**config.mk**
```make
export PLATFORM = sky130hd
export DESIGN_NAME = shift_reg_bank
export DESIGN_NICKNAME = d
export VERILOG_FILES = /design/src/rtl/shift_reg_bank.sv
export SDC_FILE = /design/constraint.sdc
export NUM_CORES = 1
export LEC_CHECK = 0
export CAP_MARGIN = 5
export CORE_UTILIZATION = 47
export CTS_CLUSTER_DIAMETER = 40
export DETAILED_ROUTE_END_ITERATION = 8
export GPL_TIMING_DRIVEN = 0
export PLACE_DENSITY = 0.84
export SYNTH_ARGS = -nofsm -noshare
export SYNTH_HDL_FRONTEND = slang
export SYNTH_SLANG_ARGS = --single-unit
```
**constraint.sdc**
```tcl
create_clock -name clk -period 4.3 [get_ports clk]
set_input_delay 1.29 -clock clk [delete_from_list [all_inputs] [get_ports clk]]
set_output_delay 1.29 -clock clk [all_outputs]
set_load 0.01 [all_outputs]
```
**src/rtl/shift_reg_bank.sv**
```systemverilog
// WIDTH-bit storage/shift register with complementary outputs, mode-selected datapath
// and a built-in parallel-to-serial engine (start -> WIDTH enabled bit times -> done).
module shift_reg_bank #(
  parameter int               WIDTH     = 8,
  parameter logic [WIDTH-1:0] RESET_VAL = '0,
  parameter bit               MSB_FIRST = 1'b1
) (
  input  logic             clk,
  input  logic             rst_n,
  input  logic             en,
  input  logic [2:0]       mode,
  input  logic [WIDTH-1:0] d,
  input  logic             sin,
  input  logic             start,
  output logic [WIDTH-1:0] q,
  output logic [WIDTH-1:0] qn,
  output logic             sout,
  output logic             busy,
  output logic             done
);

  localparam int CW = (WIDTH > 1) ? $clog2(WIDTH) : 1;
  localparam logic [CW-1:0] CNT_LAST = CW'(WIDTH - 1);

  localparam logic [2:0] MODE_HOLD = 3'b000;
  localparam logic [2:0] MODE_LOAD = 3'b001;
  localparam logic [2:0] MODE_SHL  = 3'b010;
  localparam logic [2:0] MODE_SHR  = 3'b011;
  localparam logic [2:0] MODE_ROL  = 3'b100;
  localparam logic [2:0] MODE_ROR  = 3'b101;
  localparam logic [2:0] MODE_CLR  = 3'b110;
  localparam logic [2:0] MODE_INV  = 3'b111;

  typedef enum logic {IDLE, SHIFT} state_t;

  state_t           state_reg, state_next;
  logic [WIDTH-1:0] q_reg, q_next;
  logic [CW-1:0]    cnt_reg, cnt_next;
  logic             done_reg, done_next;

  logic [WIDTH-1:0] shl_val, shr_val, rol_val, ror_val, ser_val;

  assign shl_val = {q_reg[WIDTH-2:0], sin};
  assign shr_val = {sin, q_reg[WIDTH-1:1]};
  assign rol_val = {q_reg[WIDTH-2:0], q_reg[WIDTH-1]};
  assign ror_val = {q_reg[0], q_reg[WIDTH-1:1]};

  // The serializer always shifts toward the bit that drives sout.
  generate
    if (MSB_FIRST) begin : g_msb
      assign ser_val = shl_val;
      assign sout    = q_reg[WIDTH-1];
    end else begin : g_lsb
      assign ser_val = shr_val;
      assign sout    = q_reg[0];
    end
  endgenerate

  always_ff @(posedge clk) begin
    if (!rst_n) begin
      state_reg <= IDLE;
      q_reg     <= RESET_VAL;
      cnt_reg   <= '0;
      done_reg  <= 1'b0;
    end else if (en) begin
      state_reg <= state_next;
      q_reg     <= q_next;
      cnt_reg   <= cnt_next;
      done_reg  <= done_next;
    end else begin
      // done is a strict one-cycle pulse, even across a stall.
      done_reg  <= 1'b0;
    end
  end

  always_comb begin
    state_next = state_reg;
    q_next     = q_reg;
    cnt_next   = cnt_reg;
    done_next  = 1'b0;
    case (state_reg)
      IDLE: begin
        if (start) begin
          q_next     = d;
          cnt_next   = CNT_LAST;
          state_next = SHIFT;
        end else begin
          case (mode)
            MODE_HOLD: q_next = q_reg;
            MODE_LOAD: q_next = d;
            MODE_SHL:  q_next = shl_val;
            MODE_SHR:  q_next = shr_val;
            MODE_ROL:  q_next = rol_val;
            MODE_ROR:  q_next = ror_val;
            MODE_CLR:  q_next = RESET_VAL;
            MODE_INV:  q_next = ~q_reg;
          endcase
        end
      end
      SHIFT: begin
        q_next = ser_val;
        if (cnt_reg == '0) begin
          state_next = IDLE;
          done_next  = 1'b1;
        end else begin
          cnt_next = cnt_reg - CW'(1);
        end
      end
      default: state_next = IDLE;
    endcase
  end

  generate
    for (genvar gi = 0; gi < WIDTH; gi++) begin : g_qn
      assign qn[gi] = ~q_reg[gi];
    end
  endgenerate

  assign q    = q_reg;
  assign busy = (state_reg == SHIFT);
  assign done = done_reg;

endmodule

```
Word level (Yosys, flattened, before mapping) --
Index checks and enable logic that the tools add are counted.
Word-level totals: word-level logic and storage cells 40, output and inout port bits 19, bits in registers 13, bits of input ports 16
Operators by class: reduce and logical (&&, ||, !) cells 5, bitwise logic cells 10, add/subtract/negate cells 1, equal/unequal tests 10, mux-type cells 10
Operators by type and width (count):
- case mux 8 bit (7 select lines) | 1
- case mux 8 bit (2 select lines) | 1
- equality test 3 bit, second input constant | 4
- NOT 1 bit | 9
- 2-to-1 mux 8 bit | 1
- NOT 8 bit | 1
- equality test 3 x 2 -> 1 bit, second input constant | 2
- logical NOT 3 bit | 2
- 2-to-1 mux 3 bit | 2
- case mux 3 bit (2 select lines) | 1
- AND reduction 3 bit | 2
- inequality test 2 bit, second input constant | 2
- equality test 3 x 1 -> 1 bit, second input constant | 1
- 2-to-1 mux 1 bit | 3
- inequality test 3 bit, second input constant | 1
- subtractor 3 x 1 -> 3 bit, second input constant | 1
- case mux 1 bit (2 select lines) | 1
- AND reduction 2 bit | 1

Logic depth before layout (Yosys ltp) --
depth after elaboration 4, depth in mapped cells 6, gate-level depth less buffers 6

Worst setup path after synthesis --
Ideal clock, no wire load.
path type input to register, from in mode[2], to reg q_reg[7], in the netlist q[7], buffers on the path 2, required time 4.226 ns, setup slack 1.909 ns, stages 6, setup time 0.074 ns, data arrival time 2.316 ns, cell sequence buf_6 and2_4 buf_6 o31a_1 a311o_1 a31oi_2
On the way: word-level cells in the longest chain between the ends 4, elaborated cells on any way between the ends 13, classes of those cells 8 x eq/ne; 3 x mux; 2 x reduce/logical
Ends and longest elaborated chain:
- start, declared | line 11 | input logic [2:0] mode,
- equality test 3 bit, or another cell as far along | line 88 | case (mode)
- case mux 8 bit (7 select lines) | line 88
- 2-to-1 mux 8 bit | line 83 | if (start) begin
- case mux 8 bit (2 select lines) | line 81 | case (state_reg)
- end signal, assigned | line 67 | q_reg <= q_next;
- end, declared | line 37 | logic [WIDTH-1:0] q_reg, q_next;
Parallel ways exist; a longest one is shown, timed or not. A chain may end at the register's enable or synchronous reset.

Worst setup path in the final report --
from in mode[1], to reg q_reg[1], in the netlist q[1]
The elaborated chain is that of the path after synthesis.

==> flow_metrics.py <==
metrics = {
    "drt": {
        "vias": 1038,
        "viasPerCell": 5.641,
        "drcViolationCount": 0,
        "finalWirelength_mm": 2.583,
        "wire_per_inst_um": 14.04,
        "firstDrtPassIters": 4,
        "drt-initial-drc-count": 43,
        "drtAntennaViolNets": 0,
    },
    "layout": {
        "final_util": 0.7340,
        "syn2layout_area_growth_pct": 41.50,
        "layout_common_cells": "clkdlybuf4s50_1, o21ai_0, inv_1, dfxtp_1, nand2_1",
        "final_common_cell": "clkdlybuf4s50_1",
        "fill_cells": 157,
        "drive_gt1_frac": 0.1006,
        "fin_cells": 184,
        "largest_reg_flops": 8,
        "multi_input_area_sq_um": 563.0,
        "final_nets": 178,
        "num_antenna_cells": 0,
        "seq_area_sq_um": 260.3,
    },
    "synth": {
        "avgSynthCellArea_sq_um": 7.661,
        "synth_edf_count": 0,
        "synth.area.top_cells": "dfxtp_1, o21ai_0, mux2i_1",
        "synth_cell_types": 30,
        "seq_area_frac_synth": 0.2784,
        "syn_area_sq_um": 934.6,
        "ys_ff_latch": 13,
        "synth_ff_type": "dfxtp_1",
        "ys_async_sr_fraction": 0,
        "synth.largest_area_cell": "dfxtp_1",
        "synth.net_count": 140,
        "synthCells": 122,
        "synth_top_area_frac": 0.2784,
        "synth.yosys.warnings": 0,
    },
    "setup_path": {
        "reg2reg_setup_slack_ps": 2590,
        "critical_path_class": "input port to flip-flop",
        "cp-start-kind": "input port",
        "r2r-end": "q[1]",
        "r2r-start": "busy",
        "end_kind": "flip-flop",
        "crit_arrival_ps": 3070,
        "critPathRequiredTime_ps": 4500,
        "r2r_cells": 6,
        "crit_path_max_fanout": 10,
    },
    "clock_tree": {
        "numCtsBuffers": 3,
        "hold_buffers": 0,
        "cts_tree": "built",
        "clkTransAtPathRegs_ps": 80,
        "ctsResizeCount": 0,
        "clockRootBuffer": "clkbuf_4",
        "cts_setup_buffers": 0,
        "cts_max_level": 1,
        "cts_buffer_depth": 2,
        "cts.sinks": 13,
        "worstSkewPairLatency_ps": 280,
    },
    "sta": {
        "finalHoldViolations": 0,
        "setup_ws_ps": 1429,
        "skew_ps": 5.635,
        "post-route-period-util": 0.6678,
        "slew_headroom": 0.6331,
        "rsz0062_at_grt": "false",
        "finalSetupTns_ps": 0,
        "setup_violations": 0,
        "fmax_ghz": 0.3483,
        "finalCriticalPeriod_ps": 2871,
        "worst_pin_slew_ps": 550.3,
        "drv_slew": 0,
    },
    "grt": {
        "grt_pass1_vias": 921,
        "antenna_found_initial": 0,
        "grtUsageTotal": 0.2538,
        "grt_max_degree": 11,
        "overflow": 0,
        "grt_pass1_wl_mm": 3.995,
    },
    "floorplan": {
        "io_pins": 35,
        "start_util": 0.5187,
        "die_w_um": 46.60,
        "die-area_sq_um": 2171,
        "rows": 15,
        "core_area_sq_um": 1802,
        "die_height_um": 46.60,
    },
    "hold_path": {
        "hold_class": "flip-flop to flip-flop",
        "min-delay-start": "cnt_reg[1]",
        "min_to": "cnt_reg[1]",
        "hold_path_depth": 1,
    },
    "placement": {
        "dp_cells": 180,
        "gp_congestion": 0.8737,
        "post-place-ws_ps": 1244,
        "dp_hpwl_mm": 1.853,
        "port_buffers": 33,
    },
    "pwr": {
        "p_leak_nw": 0.5312,
        "vdd_ir_drop_max_mv": 0.1666,
        "p_per_area_nw_per_um2": 260.0,
    },
    "outcome": {
        "status": "complete, no violations",
    },
    "job": {
        "maxCapViolCount": 0,
    },
}
-- kinds of logic (layout without fill, tap and decap cells) --
family          count (synthesis)  in the layout  share of synthesized area
compound gates                 46             46                     0.3507
simple gates                   32             32                     0.1606
buf+inv                        23             60                     0.1191
flops                          13             13                     0.2784
mux                             6              6                    0.06426
fa+ha+maj                       2              2                    0.02677
-- cell type report --
class                           instances  share of cell area
Buffer                                 10             0.04730
Clock buffer                            4             0.01987
Inverter                               13             0.03690
Multi-Input combinational cell         86              0.4257
Sequential cell                        13              0.1968
Tap cell                               25             0.02365
Timing Repair Buffer                   33              0.2498
-- metal layers --
metal,wire (um),up-vias,share of wire,global-route usage
li1,-,512,-,-
met4,31,0,0.012,0.1000
met1,1179,480,0.46,0.3240
met5,0,-,0,0
met3,159,4,0.062,0.03529
met2,1211,42,0.47,0.4222
-- report_power, final --
group          internal, W  switching, W
clock network    0.0000359     0.0000419
logic            0.0000666     0.0000554
registers         0.000131     0.0000135
total             0.000233      0.000111
-- worst max-delay path, cell delays in order --
cell,delay [ps]
clkdlybuf4s50_1,480
buf_2,210
nor2_1,60
a21oi_1,440
buf_2,320
o21ai_0,100
a31oi_1,170
-- cell usage after synthesis (all sizes together), types with 2 or more instances --
cell type   n
a21boi      3
a21o        2
a21oi       2
a311o       2
a31oi       8
and2        2
buf         8
clkbuf      2
dfxtp      13
ha          2
inv        13
mux2i       6
nand2      12
nand3       4
nor2        8
nor2b       2
o211a       3
o211ai      4
o21ai      14
o221ai      6
-- worst max-delay path by stage --
stage | from | to | slack (ps) | cells past startpoint
after CTS | mode[1] | q[1] | 1510 | 7
after global routing | mode[1] | q[2] | 1350 | 7
final | mode[1] | q[1] | 1430 | 7
after floorplan | mode[2] | q[7] | 1910 | 6
after detailed placement | mode[1] | q[1] | 1240 | 7
after global placement | mode[1] | q[2] | 1260 | 7
-- per-stage QoR --
step / hold WS (ps) / total power (W) / instance area, sq um
finish: 524.9 / 0.0003439 / 1323
global route: 550.5 / 0.0003629 / 1323
CTS: 524.6 / 0.0003437 / 1323
detailed placement: 505.9 / 0.0002669 / 1296
global placement: 483.7 / 0.0002634 / 1296
floorplan: 472.2 / 0.0002095 / 934.6
Power figures use the tool's default switching activity.
